[src/rtl/morse_encoder.sv]
// Morse encoder: ASCII characters in over valid/ready, on/off keyed stream out.
// One symbol per Morse unit: dot=1, dash=111, element gap=0, letter gap=000,
// space adds 0000 after the letter gap, giving the 7-unit word gap.
//
// state  | meaning
// IDLE   | waiting for a character, output low, ready high
// MARK   | keying one element (1 unit dot, 3 units dash)
// EGAP   | 1-unit gap between elements of one character
// LGAP   | 3-unit gap after the last element of a character
// WGAP   | 4-unit gap emitted for a space character
module morse_encoder #(
    parameter int UNIT_CYCLES = 1
) (
    input  logic       clock,
    input  logic       reset_n,
    input  logic [7:0] char_in,
    input  logic       char_valid,
    output logic       char_ready,
    output logic       signal_out,
    output logic       busy,
    output logic       char_err
);

    localparam int UW = $clog2(UNIT_CYCLES + 1);

    typedef enum logic [2:0] {S_IDLE, S_MARK, S_EGAP, S_LGAP, S_WGAP} state_e;

    typedef struct packed {
        logic       ok;
        logic       space;
        logic [2:0] len;
        logic [4:0] pat;
    } rom_t;

    // Pattern is right-aligned in pat[len-1:0], first element in the MSB, 1 = dash.
    function automatic rom_t rom_lookup(input logic [7:0] c);
        logic [7:0] u;
        rom_t       r;
        u = (c >= 8'h61 && c <= 8'h7A) ? (c - 8'h20) : c;
        r = '{ok: 1'b1, space: 1'b0, len: 3'd0, pat: 5'd0};
        case (u)
            8'h20: r.space = 1'b1;
            "A": {r.len, r.pat} = {3'd2, 5'b00001};
            "B": {r.len, r.pat} = {3'd4, 5'b01000};
            "C": {r.len, r.pat} = {3'd4, 5'b01010};
            "D": {r.len, r.pat} = {3'd3, 5'b00100};
            "E": {r.len, r.pat} = {3'd1, 5'b00000};
            "F": {r.len, r.pat} = {3'd4, 5'b00010};
            "G": {r.len, r.pat} = {3'd3, 5'b00110};
            "H": {r.len, r.pat} = {3'd4, 5'b00000};
            "I": {r.len, r.pat} = {3'd2, 5'b00000};
            "J": {r.len, r.pat} = {3'd4, 5'b00111};
            "K": {r.len, r.pat} = {3'd3, 5'b00101};
            "L": {r.len, r.pat} = {3'd4, 5'b00100};
            "M": {r.len, r.pat} = {3'd2, 5'b00011};
            "N": {r.len, r.pat} = {3'd2, 5'b00010};
            "O": {r.len, r.pat} = {3'd3, 5'b00111};
            "P": {r.len, r.pat} = {3'd4, 5'b00110};
            "Q": {r.len, r.pat} = {3'd4, 5'b01101};
            "R": {r.len, r.pat} = {3'd3, 5'b00010};
            "S": {r.len, r.pat} = {3'd3, 5'b00000};
            "T": {r.len, r.pat} = {3'd1, 5'b00001};
            "U": {r.len, r.pat} = {3'd3, 5'b00001};
            "V": {r.len, r.pat} = {3'd4, 5'b00001};
            "W": {r.len, r.pat} = {3'd3, 5'b00011};
            "X": {r.len, r.pat} = {3'd4, 5'b01001};
            "Y": {r.len, r.pat} = {3'd4, 5'b01011};
            "Z": {r.len, r.pat} = {3'd4, 5'b01100};
            "0": {r.len, r.pat} = {3'd5, 5'b11111};
            "1": {r.len, r.pat} = {3'd5, 5'b01111};
            "2": {r.len, r.pat} = {3'd5, 5'b00111};
            "3": {r.len, r.pat} = {3'd5, 5'b00011};
            "4": {r.len, r.pat} = {3'd5, 5'b00001};
            "5": {r.len, r.pat} = {3'd5, 5'b00000};
            "6": {r.len, r.pat} = {3'd5, 5'b10000};
            "7": {r.len, r.pat} = {3'd5, 5'b11000};
            "8": {r.len, r.pat} = {3'd5, 5'b11100};
            "9": {r.len, r.pat} = {3'd5, 5'b11110};
            default: r.ok = 1'b0;
        endcase
        return r;
    endfunction

    state_e      state_q, state_d;
    logic [UW-1:0] unit_cnt_q, unit_cnt_d;
    logic [1:0]  sym_cnt_q, sym_cnt_d;
    logic [2:0]  elem_left_q, elem_left_d;
    logic [4:0]  shift_q, shift_d;
    logic        signal_out_q, signal_out_d;
    logic        char_err_q, char_err_d;

    logic        unit_last;
    logic        state_last;
    logic [1:0]  dur_last;
    logic        accept;
    rom_t        rom;

    // Unit timebase, per-state duration, handshake and next-state decode.
    always_comb begin
        unit_cnt_d   = unit_cnt_q;
        sym_cnt_d    = sym_cnt_q;
        elem_left_d  = elem_left_q;
        shift_d      = shift_q;
        state_d      = state_q;
        char_err_d   = 1'b0;
        dur_last     = 2'd0;
        rom          = rom_lookup(char_in);

        unit_last = (unit_cnt_q == UW'(UNIT_CYCLES - 1));
        case (state_q)
            S_MARK:  dur_last = shift_q[4] ? 2'd2 : 2'd0;
            S_LGAP:  dur_last = 2'd2;
            S_WGAP:  dur_last = 2'd3;
            default: dur_last = 2'd0;
        endcase
        state_last = (state_q != S_IDLE) && unit_last && (sym_cnt_q == dur_last);
        char_ready = (state_q == S_IDLE) ||
                     (((state_q == S_LGAP) || (state_q == S_WGAP)) && state_last);
        accept     = char_valid && char_ready;

        if (state_q != S_IDLE) begin
            unit_cnt_d = unit_last ? '0 : (unit_cnt_q + UW'(1));
            if (unit_last) sym_cnt_d = sym_cnt_q + 2'd1;
        end

        if (state_last) begin
            sym_cnt_d = 2'd0;
            case (state_q)
                S_MARK: begin
                    elem_left_d = elem_left_q - 3'd1;
                    state_d     = (elem_left_q == 3'd1) ? S_LGAP : S_EGAP;
                end
                S_EGAP: begin
                    shift_d = {shift_q[3:0], 1'b0};
                    state_d = S_MARK;
                end
                default: state_d = S_IDLE;
            endcase
        end

        // A new character overrides the gap exit; the accepting edge starts its first unit.
        if (accept) begin
            unit_cnt_d = '0;
            sym_cnt_d  = 2'd0;
            if (!rom.ok) begin
                char_err_d = 1'b1;
                state_d    = S_IDLE;
            end else if (rom.space) begin
                state_d = S_WGAP;
            end else begin
                shift_d     = rom.pat << (3'd5 - rom.len);
                elem_left_d = rom.len;
                state_d     = S_MARK;
            end
        end

        signal_out_d = (state_d == S_MARK);
    end

    // State, counters and registered outputs.
    always_ff @(posedge clock or negedge reset_n) begin
        if (!reset_n) begin
            state_q      <= S_IDLE;
            unit_cnt_q   <= '0;
            sym_cnt_q    <= 2'd0;
            elem_left_q  <= 3'd0;
            shift_q      <= 5'd0;
            signal_out_q <= 1'b0;
            char_err_q   <= 1'b0;
        end else begin
            state_q      <= state_d;
            unit_cnt_q   <= unit_cnt_d;
            sym_cnt_q    <= sym_cnt_d;
            elem_left_q  <= elem_left_d;
            shift_q      <= shift_d;
            signal_out_q <= signal_out_d;
            char_err_q   <= char_err_d;
        end
    end

    assign signal_out = signal_out_q;
    assign char_err   = char_err_q;
    assign busy       = (state_q != S_IDLE);

endmodule

[config.mk]
export PLATFORM = sky130hd
export DESIGN_NAME = morse_encoder
export DESIGN_NICKNAME = d
export VERILOG_FILES = /design/src/rtl/morse_encoder.sv
export SDC_FILE = /design/constraint.sdc
export NUM_CORES = 1
export LEC_CHECK = 0
export BUFFER_PORTS_ARGS = -buffer_cell sky130_fd_sc_hd__buf_2
export CORE_UTILIZATION = 35
export CTS_CLUSTER_SIZE = 28
export DETAILED_ROUTE_END_ITERATION = 10
export SYNTH_ARGS = -nofsm -noshare
export SYNTH_HDL_FRONTEND = slang
export SYNTH_SLANG_ARGS = --single-unit
[constraint.sdc]
create_clock -name clock -period 2.5 [get_ports clock]
set_input_delay 0 -clock clock [delete_from_list [all_inputs] [get_ports clock]]
set_output_delay 0 -clock clock [all_outputs]
set_load 0.03 [all_outputs]
=== Yosys cells after proc, flatten, opt, wreduce, memory -nomap -nowiden ===
Index checks and enable logic that the tools add are counted.
W data, S select, Z words.

* Bits in registers: 16
* Latch bits: 0
* RAM bits: 0
* Bits in read-only memories: 0
* Bits of input ports: 11
* Output and inout bits: 4
* Logic and storage cells: 105
* Memories: 0

* Add/subtract/negate cells: 5
* Multiply operators: 0
* Divide/modulo/power cells: 0
* Magnitude comparators: 2
* Eq/ne operators: 45
* Shift operators: 1
* Muxes and demuxes: 31
* Bitwise logic cells: 1
* Reductions and logical operators: 13

{| class="wikitable"
|+ Operators by type and width
! cell !! count
|-
| $pmux W8 S36 || 1
|-
| $eq A8 B7 Y1 const B || 26
|-
| $eq A8 B6 Y1 const B || 11
|-
| $reduce_or A37 Y1 || 1
|-
| $mux W3 || 9
|-
| $mux W5 || 5
|-
| $mux W2 || 5
|-
| $eq A3 B1 Y1 const B || 3
|-
| $ge A8 B7 Y1 const B || 1
|-
| $le A8 B7 Y1 const B || 1
|-
| $mux W1 || 8
|-
| $mux W8 || 1
|-
| $sub A8 B6 Y8 const B || 1
|-
| $eq A3 B2 Y1 const B || 2
|-
| $pmux W2 S3 || 1
|-
| $reduce_bool A3 Y1 || 2
|-
| $logic_and A1 B1 Y1 || 5
|-
| $shl A5 B3 Y5 || 1
|-
| $pmux W2 S2 || 1
|-
| $eq A3 B3 Y1 const B || 1
|-
| $logic_not A3 Y1 || 1
|-
| $ne A3 B1 Y1 const B || 1
|-
| $sub A3 B1 Y3 const B || 1
|-
| $sub A3 B3 Y3 const A || 1
|-
| 7 further kinds || 8
|}

=== Logic depth before layout (Yosys ltp) ===
* Word-level depth: 10
* Depth in mapped cells: 10
* Depth with buffers taken out: 9

=== Worst setup path before layout ===
OpenSTA, ideal clock, no wires.

* Path kind: register to register
* Start point: register state_q[2]
* End point: register elem_left_q[1]
* Setup time: 0.130 ns
* Arrival: 2.187 ns
* Data required time: 2.370 ns
* Setup slack: 0.183 ns
* Stages on the path, launching flop included: 8
* Buffers on the path: 1
* Clock period less this slack: 2.317 ns
* Path through: dfrtp_1 > a21boi_0 > o32ai_1 > and2_1 > nand3_2 > buf_4 > o211ai_1 > o21ai_0

* Cells in the longest elaborated chain, start to end: 8
* Elaborated cells between the ends (all ways): 18
* Classes of those cells: eq/ne (4); mux (6); reduce/logical (8)

{| class="wikitable"
|+ RTL lines
! what !! RTL line !! RTL
|-
| from (decl) || 84 || <nowiki>state_e state_q, state_d;</nowiki>
|-
| from (signal assigned) || 171 || <nowiki>state_q <= state_d;</nowiki>
|-
| $eq A3 B3 Y1, or another cell as far along || 110, 118 ||
|-
| $pmux W2 S3 || 110 || <nowiki>case (state_q)</nowiki>
|-
| $eq A2 B2 Y1 || 116 || <nowiki>state_last = (state_q != S_IDLE) && unit_last && (sym_cnt_q == dur_last);</nowiki>
|-
| $logic_and A1 B1 Y1 || 116 ||
|-
| $logic_and A1 B1 Y1 || 118 || <nowiki>(((state_q == S_LGAP) || (state_q == S_WGAP)) && state_last);</nowiki>
|-
| $logic_or A1 B1 Y1 * || 117 || <nowiki>char_ready = (state_q == S_IDLE) ||</nowiki>
|-
| via char_ready || 18 || <nowiki>output logic char_ready,</nowiki>
|-
| $logic_and A1 B1 Y1 * || 119 || <nowiki>accept = char_valid && char_ready;</nowiki>
|-
| $mux W3 * || 142 || <nowiki>if (accept) begin</nowiki>
|-
| via elem_left_d[1] || 87 || <nowiki>logic [2:0] elem_left_q, elem_left_d;</nowiki>
|-
| to (signal assigned) || 174 || <nowiki>elem_left_q <= elem_left_d;</nowiki>
|-
| to (decl) || 87 ||
|}

Mark *: on every way through the listed nets, which the timed path passes. The rest lies on a longest branch.
A chain may end at the register's enable or synchronous reset.

=== Worst setup path after layout ===
* Start point: register state_q[2]
* End point: register shift_q[0]

* Cells in the longest elaborated chain, start to end: 8
* Elaborated cells between the ends (all ways): 19
* Classes of those cells: eq/ne (5); mux (6); reduce/logical (8)

{| class="wikitable"
|+ RTL lines
! what !! RTL line !! RTL
|-
| $eq A3 B3 Y1, or another cell as far along || 110, 118 ||
|-
| $pmux W2 S3 || 110 ||
|-
| $eq A2 B2 Y1 || 116 ||
|-
| $logic_and A1 B1 Y1 || 116 ||
|-
| $mux W5 or $logic_and A1 B1 Y1 (tied branches) || 126, 118 ||
|-
| $mux W5 or $logic_or A1 B1 Y1 (tied branches) || 148, 117 ||
|-
| $mux W5 or $logic_and A1 B1 Y1 (tied branches) || 145, 119 ||
|-
| $mux W5 * || 142 ||
|-
| via shift_d[0] || 88 || <nowiki>logic [4:0] shift_q, shift_d;</nowiki>
|-
| to (signal assigned) || 175 || <nowiki>shift_q <= shift_d;</nowiki>
|-
| to (decl) || 88 ||
|}

Marked as above.

==> impl_summary.txt <==
----------------------------------------------------
[Outcome]
  Run status ... complete, no violations

[Cells and area]
  Number of antenna repair diodes ... 0
  Layout Utilization ... 39.5%
  Fillers ... 432
  FF+latch area ... 375 um2
  Number of nets in the final layout ... 216
  Number of standard cells in the final layout excluding fillers ... 253
  Final cell area excluding filler cells ... 0.00172 mm2
  Area used by multi-input combinational logic ... 0.00109 mm2
  Area grow syn2layout ... 8.28%
  Ratio of cells with drive above 1 in the final layout ... 17.9%

[Synth]
  Combinational family with the most area after synthesis ... compound AO/OA/AOI/OAI gates
  Count of unique library cells instantiated by Yosys ... 62
  Synthesized area divided by synthesized cell count ... 8.22 um2
  Yosys warnings ... 0
  Largest cells by area after synthesis ... sky130_fd_sc_hd__dfrtp_1 24%, sky130_fd_sc_hd__mux2i_1 5.7%, sky130_fd_sc_hd__o21ai_0 4.1%
  Multiplexer share of the synthesized area ... 7.81%
  Cell taking the most area after synthesis ... sky130_fd_sc_hd__dfrtp_1
  Synth async-reset ratio ... 100%
  Synth Register Bits ... 15
  Main synth FF type ... sky130_fd_sc_hd__dfrtp_1
  Count of flip-flops with a built-in enable after synthesis ... 0
  Post-synthesis instance area ... 0.00159 mm2
  Fraction of synthesized cell area taken by the top area cell type ... 23.7%
  Synth Instances ... 193
  Parity-gate share of the synthesized area counting xor and xnor cells ... 2.21%
  Fraction of the mapped netlist area in simple logic gates ... 27.2%
  Post-Syn Nets ... 207
  Compound-cell area share of the yosys netlist ... 29.2%
  Sequential-to-total area share from yosys stat ... 23.7%
  Share of synthesized cell area in full adder, half adder and majority cells ... 2.37%

[STA]
  Unrepaired setup endpoints after global routing ... no
  Maximum frequency from static timing analysis ... 0.510 GHz
  Number of max-slew violations in the final report ... 0
  Post-route fraction of the period consumed by the critical path ... 78.4%
  Clock tree skew after final layout ... 0.00247 ns
  Worst slew slack as a fraction of its limit ... 64.1%
  Worst-case setup margin in the final layout ... 0.539 ns
  Final count of negative-setup-slack endpoints ... 0
  Transition at the pin with the smallest max-transition slack ... 0.531 ns
  TNS Setup ... 0 ns
  Number of hold violations in the final report ... 0
  Final worst path period need ... 1.96 ns

[Global route]
  Global Route Usage Sum ... 15.1%
  Number of global-route vias before repair ... 1,283
  Pin count of the biggest net entering global routing ... 26
  Global route total overflow ... 0
  Wire length of the first global-routing pass ... 6070 um
  Initial antenna violation count ... 0

[Worst setup path]
  Stage delay of the slowest cell on the critical path ... 0.46 ns
  Critical path class ... register to register
  Worst path buffer plus inverter count ... 0
  Largest fanout on the critical path ... 15
  Data required time at the worst endpoint ... 2.64 ns
  Top cell family by delay on the critical path ... compound AO/OA/AOI/OAI gates
  Startpoint kind of the worst setup timing path ... register
  Worst Path Arrival ... 2.10 ns
  Slowest cell on the critical path ... sky130_fd_sc_hd__dfrtp_1
  Critical path cell sequence ... a21boi_0, o32ai_1, and2_1, nand3_2, o41ai_1
  Critical Path End Type ... register

[Die]
  Die width ... 69.3 um
  Area enclosed by the die boundary ... 0.00481 mm2
  Row count ... 24
  Initial core utilization ... 36.4%
  Floorplan Core Area ... 0.00435 mm2
  DIE HEIGHT ... 69.3 um
  Count of boundary I/O pins ... 15

[Clock network]
  Clock-pin slew of the registers on the worst-case setup and hold paths ... 0.06 ns
  Worst-case clock buffer depth ... 2
  TritonCTS Buffers ... 3
  Clock latency of the later-clocked register in the worst-skew pair ... 0.25 ns
  Clock sinks ... 15
  Number of H-tree branching levels ... 1
  Post-CTS Repair Setup Buffers ... 0
  Clock tree from TritonCTS ... done
  Cell chosen for the clock root ... sky130_fd_sc_hd__clkbuf_8

[Placement]
  GP Congestion ... 0.892
  Hpwl dp ... 2580 um
  Placed inst area ... 0.00166 mm2
  Place WS ... 0.292 ns
  Number of placed instances, taps included ... 248
  # port buffers ... 14

[Drt]
  Total via count in the routed design ... 1,423
  Average detailed-routed wire length per instance ... 13.8 um
  Met1 wire length ... 1690 um
  Iteration count of the initial detailed-routing pass ... 4
  Remaining routing DRC violations ... 0
  Met2 WL ... 1680 um
  Length of routed met3 wiring ... 101 um
  Per-cell via count in the routed design ... 5.62
  Post-detailed-routing wire length ... 3500 um
  DRT iter0 DRCs ... 72
  Antenna viol nets, final ... 0
  Highest metal layer with signal wires ... met4

[Pwr]
  Highest ir drop seen on vdd ... 275 uV
  Pwr Density ... 707 mW/mm2
  Leak ... 0.742 nW

[Min path]
  Class of the worst hold path ... input port to register

[Run]
  Max Cap Viol ... 0

----------------------------------------------------
[layer usage]
metal | GRT usage (%) | up-vias
li1 | - | 735
met1 | 21.6 | 654
met2 | 24.1 | 32
met3 | 0.872 | 2
met4 | 5.44 | 0
met5 | 0 | -
[stage by stage]
step	power (mW)	hold WS [ns]
CTS	1.23	0.145
floorplan	0.885	-0.296
global route	1.31	0.185
global placement	1.02	-0.0769
finish	1.22	0.149
detailed placement	1.02	-0.0814
[layout by cell type (no fill, tap or decap), types with 4 or more instances in the layout]
cell type	Yosys	layout
sky130_fd_sc_hd__a211oi_1	7	7
sky130_fd_sc_hd__a21oi_1	10	10
sky130_fd_sc_hd__buf_2	6	14
sky130_fd_sc_hd__buf_4	5	4
sky130_fd_sc_hd__dfrtp_1	15	15
sky130_fd_sc_hd__inv_1	8	8
sky130_fd_sc_hd__mux2i_1	9	9
sky130_fd_sc_hd__nand2_1	14	14
sky130_fd_sc_hd__nand3b_1	4	4
sky130_fd_sc_hd__nor2_1	15	15
sky130_fd_sc_hd__o21a_1	4	4
sky130_fd_sc_hd__o21ai_0	13	13
[power by group]
part | total (mW) | internal [mW] | switching, mW
Combinational | 0.620 | 0.266 | 0.354
Sequential | 0.402 | 0.325 | 0.0766
Clock | 0.193 | 0.110 | 0.0826
Total | 1.22 | 0.702 | 0.514
[synthesized netlist by cell type, drive strengths merged (3+ instances only)]
cell type	number
a211oi	7
a21o	3
a21oi	10
a221oi	5
and2	3
buf	13
dfrtp	15
ha	3
inv	8
mux2	3
mux2i	9
nand2	14
nand2b	3
nand3	4
nand3b	4
nor2	15
nor2b	4
nor3	7
o211ai	3
o21a	4
o21ai	16
[repair_timing]
action	4_1_cts	5_1_grt
hold buffers	1	0
hold endpoints to repair	15	0
gates resized for setup	0	0
[sequential cells by signal, indices dropped and copies added, names as in the netlist]
register,count
shift_q,5
char_err,1
state_q,3
elem_left_q,3
signal_out,1
sym_cnt_q,2
[area by class of cell]
cell class                 count  share of cell area [%]
clock buffer                   3                    2.40
multi-input combinational    155                    63.5
clock inverter                 1                   0.291
sequential                    15                    21.8
timing repair buffer          19                    6.41
inverter                       8                    1.75
tap                           52                    3.79
[worst paths after layout]
kind | startpoint | endpoint | slack [ns] | cells past startpoint
setup / recovery | state_q[2] | shift_q[0] | 0.54 | 5
hold / removal | char_valid | sym_cnt_q[0] | 0.15 | 3
setup reg to reg | state_q[2] | shift_q[0] | 0.54 | 5
hold reg to reg | shift_q[0] | shift_q[0] | 0.51 | 2
max in group asynchronous | reset_n | state_q[0] | 2.06 | 2
min in group asynchronous | reset_n | shift_q[3] | 0.19 | 2
[cell families after synthesis]
| kind of cell | after synthesis |
|---|---|
| AO/OA/AOI/OAI | 65 |
| XOR/XNOR | 4 |
| adder cells (fa/ha/maj) | 3 |
| buffers and inverters | 23 |
| flip-flops | 15 |
| multiplexers | 12 |
| AND/OR/NAND/NOR | 71 |
[worst min-delay path, cell delays in order]
cell and delay (ns):
sky130_fd_sc_hd__buf_2 0.10, sky130_fd_sc_hd__o21a_1 0.14, sky130_fd_sc_hd__a22o_1 0.12
(Power assumes the default switching activity.)
